<file path="src/rtl/cpu_move_engine_if.sv">
// Controller <-> CPU move engine bus: board snapshot in, single-cell write and
// completion handshake out.
interface cpu_move_engine_if;
  logic        clr;
  logic        cpu_input_en;
  logic [17:0] board;
  logic        wr_en;
  logic [3:0]  wr_addr;
  logic [1:0]  wr_data;
  logic        cpu_done;
  logic        no_move;
  logic        busy;

  modport master (
    output clr, cpu_input_en, board,
    input  wr_en, wr_addr, wr_data, cpu_done, no_move, busy
  );

  modport slave (
    input  clr, cpu_input_en, board,
    output wr_en, wr_addr, wr_data, cpu_done, no_move, busy
  );
endinterface

</file>
<file path="src/rtl/cpu_move_engine.sv">
// Tic-tac-toe computer opponent: scans a board snapshot for a winning line, then a
// blocking line, then falls back to positional priority, and writes one CPU mark.
module cpu_move_engine #(
  parameter logic [1:0] CPU_CODE    = 2'b10,
  parameter logic [1:0] PLAYER_CODE = 2'b01
) (
  input logic            clk,
  input logic            rst,
  cpu_move_engine_if.slave bus
);

  typedef enum logic [2:0] {
    IDLE, SCAN_WIN, SCAN_BLOCK, PICK, WRITE, DONE, WAIT_REL
  } state_t;

  localparam logic [11:0] LINES [8] = '{
    {4'd0, 4'd1, 4'd2}, {4'd3, 4'd4, 4'd5}, {4'd6, 4'd7, 4'd8},
    {4'd0, 4'd3, 4'd6}, {4'd1, 4'd4, 4'd7}, {4'd2, 4'd5, 4'd8},
    {4'd0, 4'd4, 4'd8}, {4'd2, 4'd4, 4'd6}
  };

  localparam logic [3:0] PICK_ORDER [9] = '{
    4'd4, 4'd0, 4'd2, 4'd6, 4'd8, 4'd1, 4'd3, 4'd5, 4'd7
  };

  state_t      state;
  logic [17:0] snap;
  logic [2:0]  idx;
  logic        wr_en_q;
  logic [3:0]  wr_addr_q;
  logic        cpu_done_q;
  logic        no_move_q;

  logic [3:0]  la, lb, lc;
  logic [1:0]  ca, cb, cc;
  logic [1:0]  target;
  logic        line_hit;
  logic [3:0]  hit_cell;
  logic [8:0]  empty;
  logic        pick_found;
  logic [3:0]  pick_cell;

  // Current line under test: two marks of the target code plus one empty cell.
  always_comb begin
    {la, lb, lc} = LINES[idx];
    ca       = snap[{la, 1'b0} +: 2];
    cb       = snap[{lb, 1'b0} +: 2];
    cc       = snap[{lc, 1'b0} +: 2];
    target   = (state == SCAN_BLOCK) ? PLAYER_CODE : CPU_CODE;
    line_hit = 1'b0;
    hit_cell = 4'd0;
    if (ca == target && cb == target && cc == 2'b00) begin
      line_hit = 1'b1;
      hit_cell = lc;
    end else if (ca == target && cc == target && cb == 2'b00) begin
      line_hit = 1'b1;
      hit_cell = lb;
    end else if (cb == target && cc == target && ca == 2'b00) begin
      line_hit = 1'b1;
      hit_cell = la;
    end
  end

  // Walk the priority list backwards so the earliest empty cell in it wins.
  always_comb begin
    empty      = '0;
    pick_found = 1'b0;
    pick_cell  = 4'd0;
    for (int i = 0; i < 9; i++) begin
      empty[i] = (snap[2*i +: 2] == 2'b00);
    end
    for (int k = 8; k >= 0; k--) begin
      if (empty[PICK_ORDER[k]]) begin
        pick_found = 1'b1;
        pick_cell  = PICK_ORDER[k];
      end
    end
  end

  always_ff @(posedge clk or posedge rst) begin
    if (rst) begin
      state      <= IDLE;
      snap       <= '0;
      idx        <= '0;
      wr_en_q    <= 1'b0;
      wr_addr_q  <= '0;
      cpu_done_q <= 1'b0;
      no_move_q  <= 1'b0;
    end else if (bus.clr) begin
      state      <= IDLE;
      snap       <= '0;
      idx        <= '0;
      wr_en_q    <= 1'b0;
      wr_addr_q  <= '0;
      cpu_done_q <= 1'b0;
      no_move_q  <= 1'b0;
    end else begin
      unique case (state)
        IDLE: begin
          wr_en_q    <= 1'b0;
          cpu_done_q <= 1'b0;
          no_move_q  <= 1'b0;
          if (bus.cpu_input_en) begin
            snap  <= bus.board;
            idx   <= '0;
            state <= SCAN_WIN;
          end
        end
        SCAN_WIN, SCAN_BLOCK: begin
          if (line_hit) begin
            wr_addr_q <= hit_cell;
            wr_en_q   <= 1'b1;
            state     <= DONE;
          end else if (idx == 3'd7) begin
            idx   <= '0;
            state <= (state == SCAN_WIN) ? SCAN_BLOCK : PICK;
          end else begin
            idx <= idx + 3'd1;
          end
        end
        PICK: begin
          if (pick_found) begin
            wr_en_q   <= 1'b1;
            wr_addr_q <= pick_cell;
            state     <= DONE;
          end else begin
            state <= WRITE;
          end
        end
        // Full board: nothing is written, only the completion is reported.
        WRITE: begin
          cpu_done_q <= 1'b1;
          no_move_q  <= 1'b1;
          state      <= WAIT_REL;
        end
        DONE: begin
          wr_en_q    <= 1'b0;
          cpu_done_q <= 1'b1;
          state      <= WAIT_REL;
        end
        WAIT_REL: begin
          cpu_done_q <= 1'b0;
          no_move_q  <= 1'b0;
          if (!bus.cpu_input_en) begin
            state <= IDLE;
          end
        end
        default: state <= IDLE;
      endcase
    end
  end

  assign bus.wr_en    = wr_en_q;
  assign bus.wr_addr  = wr_addr_q;
  assign bus.wr_data  = CPU_CODE;
  assign bus.cpu_done = cpu_done_q;
  assign bus.no_move  = no_move_q;
  assign bus.busy     = (state != IDLE);

endmodule

</file>
<file path="src/flat_wrapper.sv">
// flat-port wrapper written by rule: the top's interface ports become plain ports
module cpu_move_engine_flat 
#(
  parameter logic [1:0] CPU_CODE    = 2'b10,
  parameter logic [1:0] PLAYER_CODE = 2'b01
)
  (clk, rst, bus_clr, bus_cpu_input_en, bus_board, bus_wr_en, bus_wr_addr, bus_wr_data, bus_cpu_done, bus_no_move, bus_busy);
  cpu_move_engine_if bus_i ();
  input logic clk;
  input logic rst;
  input wire logic [$bits(bus_i.clr)-1:0] bus_clr;
  input wire logic [$bits(bus_i.cpu_input_en)-1:0] bus_cpu_input_en;
  input wire logic [$bits(bus_i.board)-1:0] bus_board;
  output wire logic [$bits(bus_i.wr_en)-1:0] bus_wr_en;
  output wire logic [$bits(bus_i.wr_addr)-1:0] bus_wr_addr;
  output wire logic [$bits(bus_i.wr_data)-1:0] bus_wr_data;
  output wire logic [$bits(bus_i.cpu_done)-1:0] bus_cpu_done;
  output wire logic [$bits(bus_i.no_move)-1:0] bus_no_move;
  output wire logic [$bits(bus_i.busy)-1:0] bus_busy;
  assign bus_i.clr = bus_clr;
  assign bus_i.cpu_input_en = bus_cpu_input_en;
  assign bus_i.board = bus_board;
  assign bus_wr_en = bus_i.wr_en;
  assign bus_wr_addr = bus_i.wr_addr;
  assign bus_wr_data = bus_i.wr_data;
  assign bus_cpu_done = bus_i.cpu_done;
  assign bus_no_move = bus_i.no_move;
  assign bus_busy = bus_i.busy;
  cpu_move_engine #(.CPU_CODE(CPU_CODE), .PLAYER_CODE(PLAYER_CODE)) u_core (.clk(clk), .rst(rst), .bus(bus_i));
endmodule
</file>
<file path="config.mk">
export PLATFORM = sky130hd
export DESIGN_NAME = cpu_move_engine_flat
export DESIGN_NICKNAME = d
export VERILOG_FILES = /design/src/rtl/cpu_move_engine_if.sv /design/src/rtl/cpu_move_engine.sv /design/src/flat_wrapper.sv
export SDC_FILE = /design/constraint.sdc
export NUM_CORES = 1
export LEC_CHECK = 0
export ABC_AREA = 1
export BUFFER_PORTS_ARGS = -buffer_cell sky130_fd_sc_hd__buf_4
export CORE_UTILIZATION = 60
export CTS_BUF_LIST = sky130_fd_sc_hd__clkbuf_8
export CTS_CLUSTER_SIZE = 24
export DETAILED_ROUTE_END_ITERATION = 8
export GPL_TIMING_DRIVEN = 0
export PLACE_DENSITY = 0.9
export SYNTH_ARGS = -nofsm -noshare
export SYNTH_HDL_FRONTEND = slang
export SYNTH_SLANG_ARGS = --single-unit
</file>
<file path="constraint.sdc">
create_clock -name clk -period 6.75 [get_ports clk]
set_clock_uncertainty 0.05 [all_clocks]
set_input_delay 0.3375 -clock clk [delete_from_list [all_inputs] [get_ports clk]]
set_output_delay 0.3375 -clock clk [all_outputs]
set_load 0.1 [all_outputs]
</file>
==> results by stage <==
STA:
- The minimum clock period after layout is 3.04 ns.
- Setup violations remaining at the end of the flow were counted as 0.
- The slew at the pin closest to its max-slew limit is 1.18 ns.
- The final period utilization is 0.450.
- The final max-slew violation count is 0.
- Headroom to the max-slew limit came out at 0.211.
- The hold violation count in the final report is 0.
- Derived from the worst setup path, the maximum achievable clock frequency is 329 MHz.
- The post-route setup TNS is 0 ns.
- Setup repair after global routing left no endpoint under its margin.

Pwr:
- The worst voltage drop across the vdd grid is 0.342 mV.
- The total power consumption of the routed design is 1290 µW.
- Dividing total power by cell area gives a power density of 460 mW/mm².
- The leakage power is 0.00137 µW.

Clocking:
- The number of hold buffers added after cts is 0.
- In this run, post-CTS repair resized a total of 0 instances.
- After clock tree synthesis, the clock-pin slew on the worst setup and hold paths is 0.08 ns.
- TritonCTS built the clock tree.
- The cell sitting at the root of the clock tree is a clkbuf_8.
- The number of setup buffers added after CTS is 0.
- The longest clock path from root to sink contains 2 buffers.
- The number of clock buffers added by TritonCTS is 5.
- The tree built by TritonCTS fans out to 31 sinks.
- The later pin in the worst-skew pair is clocked with a latency of 0.30 ns.
- In this run the number of H-tree levels came out at 2.

Global routing:
- The global routing met3 resource utilization is 0.0608.
- The number of global-route vias before repair is 2605.
- met2 is the most crowded layer.
- The global routing met1 resource utilization is 0.463.
- The global-route usage over all layers is 0.350.
- The total global routing overflow is 0.
- The initial antenna violation count was 0.
- The met2 track demand over resource is 0.572.
- The global-route wire length before repair is 11.5 mm.
- The largest net degree at the start of global routing is 32.

Route:
- In the routed layout, each cell is associated on average with a via count of 6.05.
- The number of search-and-repair iterations in the first detailed-routing pass is 5.
- The detailed router's first-iteration violation count is 250.
- The detail route stage leaves a number of antenna-violating nets equal to 0.
- After detailed routing, the number of remaining DRC violations is 0.
- Detailed routing inserted a total of 2755 vias.
- The wire length per cell is 15.1 µm.
- After detailed routing, the total wire length is 6.86 mm.

Min path:
- In this run the worst hold path is classified as input port to register.
- The worst hold path begins at bus_board[6].

Die:
- The die outline width is 65.5 µm.
- The initial utilization of the core area, before any placement, comes to 0.642.
- The die footprint is 0.00430 mm².
- The count of standard-cell rows is 22.
- The height of the die is 65.5 µm.
- The core footprint is 0.00377 mm².
- The top-level I/O count is 32.

Logic synthesis:
- The number of warnings reported in the yosys synthesis log is 0.
- Synthesis produced a netlist with a net count of 399.
- The synthesized area is 0.00242 mm².
- The portion of synthesized cell area occupied by the leading cell type is 0.320.
- The cell count after synthesis came out at 371.
- The mean area per synthesized cell is 6.53 µm².
- The number of distinct library cell variants in the gate-level netlist after synthesis is 30.
- The post-synthesis sequential area ratio is 0.320.
- dfrtp_1 takes more of the synthesized area than any other cell.
- In this run, synthesis produced a sequential element count of 31.
- In the post-synthesis netlist, the biggest area contributors are dfrtp_1, nand3_1, nand2_1, inv_1, o21ai_0.

Cells and area:
- Leaving out fill and tap cells, the most frequent cell in the layout is nand3_1.
- The post-route standard cell area excluding fillers is 0.00281 mm².
- Relative to the synthesized area, the layout overhead comes to 16.0%.
- In the final design database the tool counted 434 nets.
- After the flow finishes, the layout carries non-filler instances totaling 455.
- The number of inserted diodes is 0.
- The library cells used most frequently in the layout, excluding fill and tap cells, are nand3_1, nand2_1, inv_1.
- The share of post-route cells with drive strength above 1 is 0.143.

Run status:
- The run finished with clean final reports.

Setup path:
- Broken down by cell family, the worst path's largest delay share belongs to simple AND/OR/NAND/NOR gates.
- The critical path goes through inv_1 -> ha_1 -> buf_2 -> nor2_1 -> nor2_1 -> nand3_1 -> nand3_1 -> nand2_1 -> nand2_1 -> nand3_1 -> nor2_2 -> o21ai_2 -> nand3_2 -> nand3b_4 -> nand2_1 -> o21ai_1.
- The slowest stage of the critical path is the dfrtp_1 cell.
- In this design, the stage delay of the slowest critical-path cell is 0.50 ns.
- The worst setup path is of the register to register kind.
- At the worst endpoint, the required time is 6.91 ns.
- The critical path arrival is 3.20 ns.
- The origin of the worst setup path is u_core.idx[0]$_DFFE_PP0P_.
- STA classifies the critical path endpoint as a register.
- Of all nets on the critical path, the largest fanout is 9.
- The worst setup path is launched from a register.
- The number of buffer and inverter stages on the critical path is 2.
- The startpoint of the most critical register-to-register path is u_core.idx[0]$_DFFE_PP0P_.

Placement:
- The number of placed instances with taps included is 447.
- Once placement finished, the instance area stood at 0.00269 mm².
- The HPWL after detailed placement is 5.23 mm.
- The count of buffers added on input and output ports is 28.
- At the end of routability-driven placement, the weighted congestion stood at 0.969.

Job:
- The max-capacitance violation count is 0.
sequential cells by signal, summed over array words and instances, names as in the netlist:
register and flops:
u_core.bus.cpu_done 1, u_core.bus.no_move 1, u_core.bus.wr_addr 4, u_core.bus.wr_en 1
u_core.idx 3, u_core.snap 18, u_core.state 3
cell type report:
| class | instances | area (µm²) |
|---|---|---|
| inverter | 50 | 190 |
| clock buffer | 6 | 82.6 |
| fill | 334 | 961 |
| buffer | 8 | 46.3 |
| multi-input combinational | 282 | 1410 |
| tap | 48 | 60.1 |
| clock inverter | 2 | 35.0 |
| timing repair buffer | 28 | 210 |
| sequential | 31 | 776 |
cells in the mapped netlist (all sizes together):
cell    number
dfrtp       31
buf          4
nand3b       2
conb         2
nor2        33
ha           6
clkinv       1
clkbuf       4
nor4         1
o22ai        2
nor3        11
nand2       78
o21ai       37
a21oi        8
nand3       96
o32ai        1
inv         49
nand4        5
where the power goes:
part           switching [µW]  leakage (µW)  internal, µW
combinational             601      0.000882           237
sequential               36.1      0.000422           224
clock                    76.2     0.0000612           119
total                     713       0.00137           580
metrics by stage:
step | hold slack [ns] | setup slack (ns) | util
floorplan | 0.391 | 4.31 | -
global placement | 0.426 | 3.91 | 0.714
detailed placement | 0.453 | 3.83 | 0.714
CTS | 0.238 | 3.80 | 0.745
global route | 0.240 | 3.43 | 0.745
finish | 0.228 | 3.71 | 0.745
metal layers:
layer	up-vias	wire length [µm]	share of wire
met5	-	0	0
met4	0	135	0.020
met3	17	635	0.093
met2	152	3240	0.47
met1	1283	2850	0.42
li1	1303	-	-
worst min-delay path: cells and delay by family:
kind,cells,cell delay (ns)
and+or+nand+nor,1,0.06
buffers and inverters,1,0.08
AOI/OAI and AO/OA,1,0.07
logic make-up (layout without fill, tap and decap cells):
kind of cell             count (synthesis)  after routing  share of synthesized area
AO/OA/AOI/OAI                           48             48                      0.106
adder cells (fa/ha/maj)                  6              6                     0.0310
buffers and inverters                   58             94                     0.0976
flip-flops                              31             31                      0.320
other                                    2              2                    0.00310
AND/OR/NAND/NOR                        226            226                      0.442
final timing paths:
check	end	slack [ns]	depth (start not counted)
setup / recovery	u_core.bus.wr_addr[1]$_DFFE_PP0P_	3.71	16
hold / removal	u_core.snap[6]$_DFFE_PP0P_	0.23	3
setup reg to reg	u_core.bus.wr_addr[1]$_DFFE_PP0P_	3.71	16
hold reg to reg	u_core.bus.wr_addr[3]$_DFFE_PP0P_	0.47	2
max in group asynchronous	u_core.state[1]$_DFFE_PP0P_	5.63	2
min in group asynchronous	u_core.snap[2]$_DFFE_PP0P_	0.31	2
(Power assumes the default switching activity.)
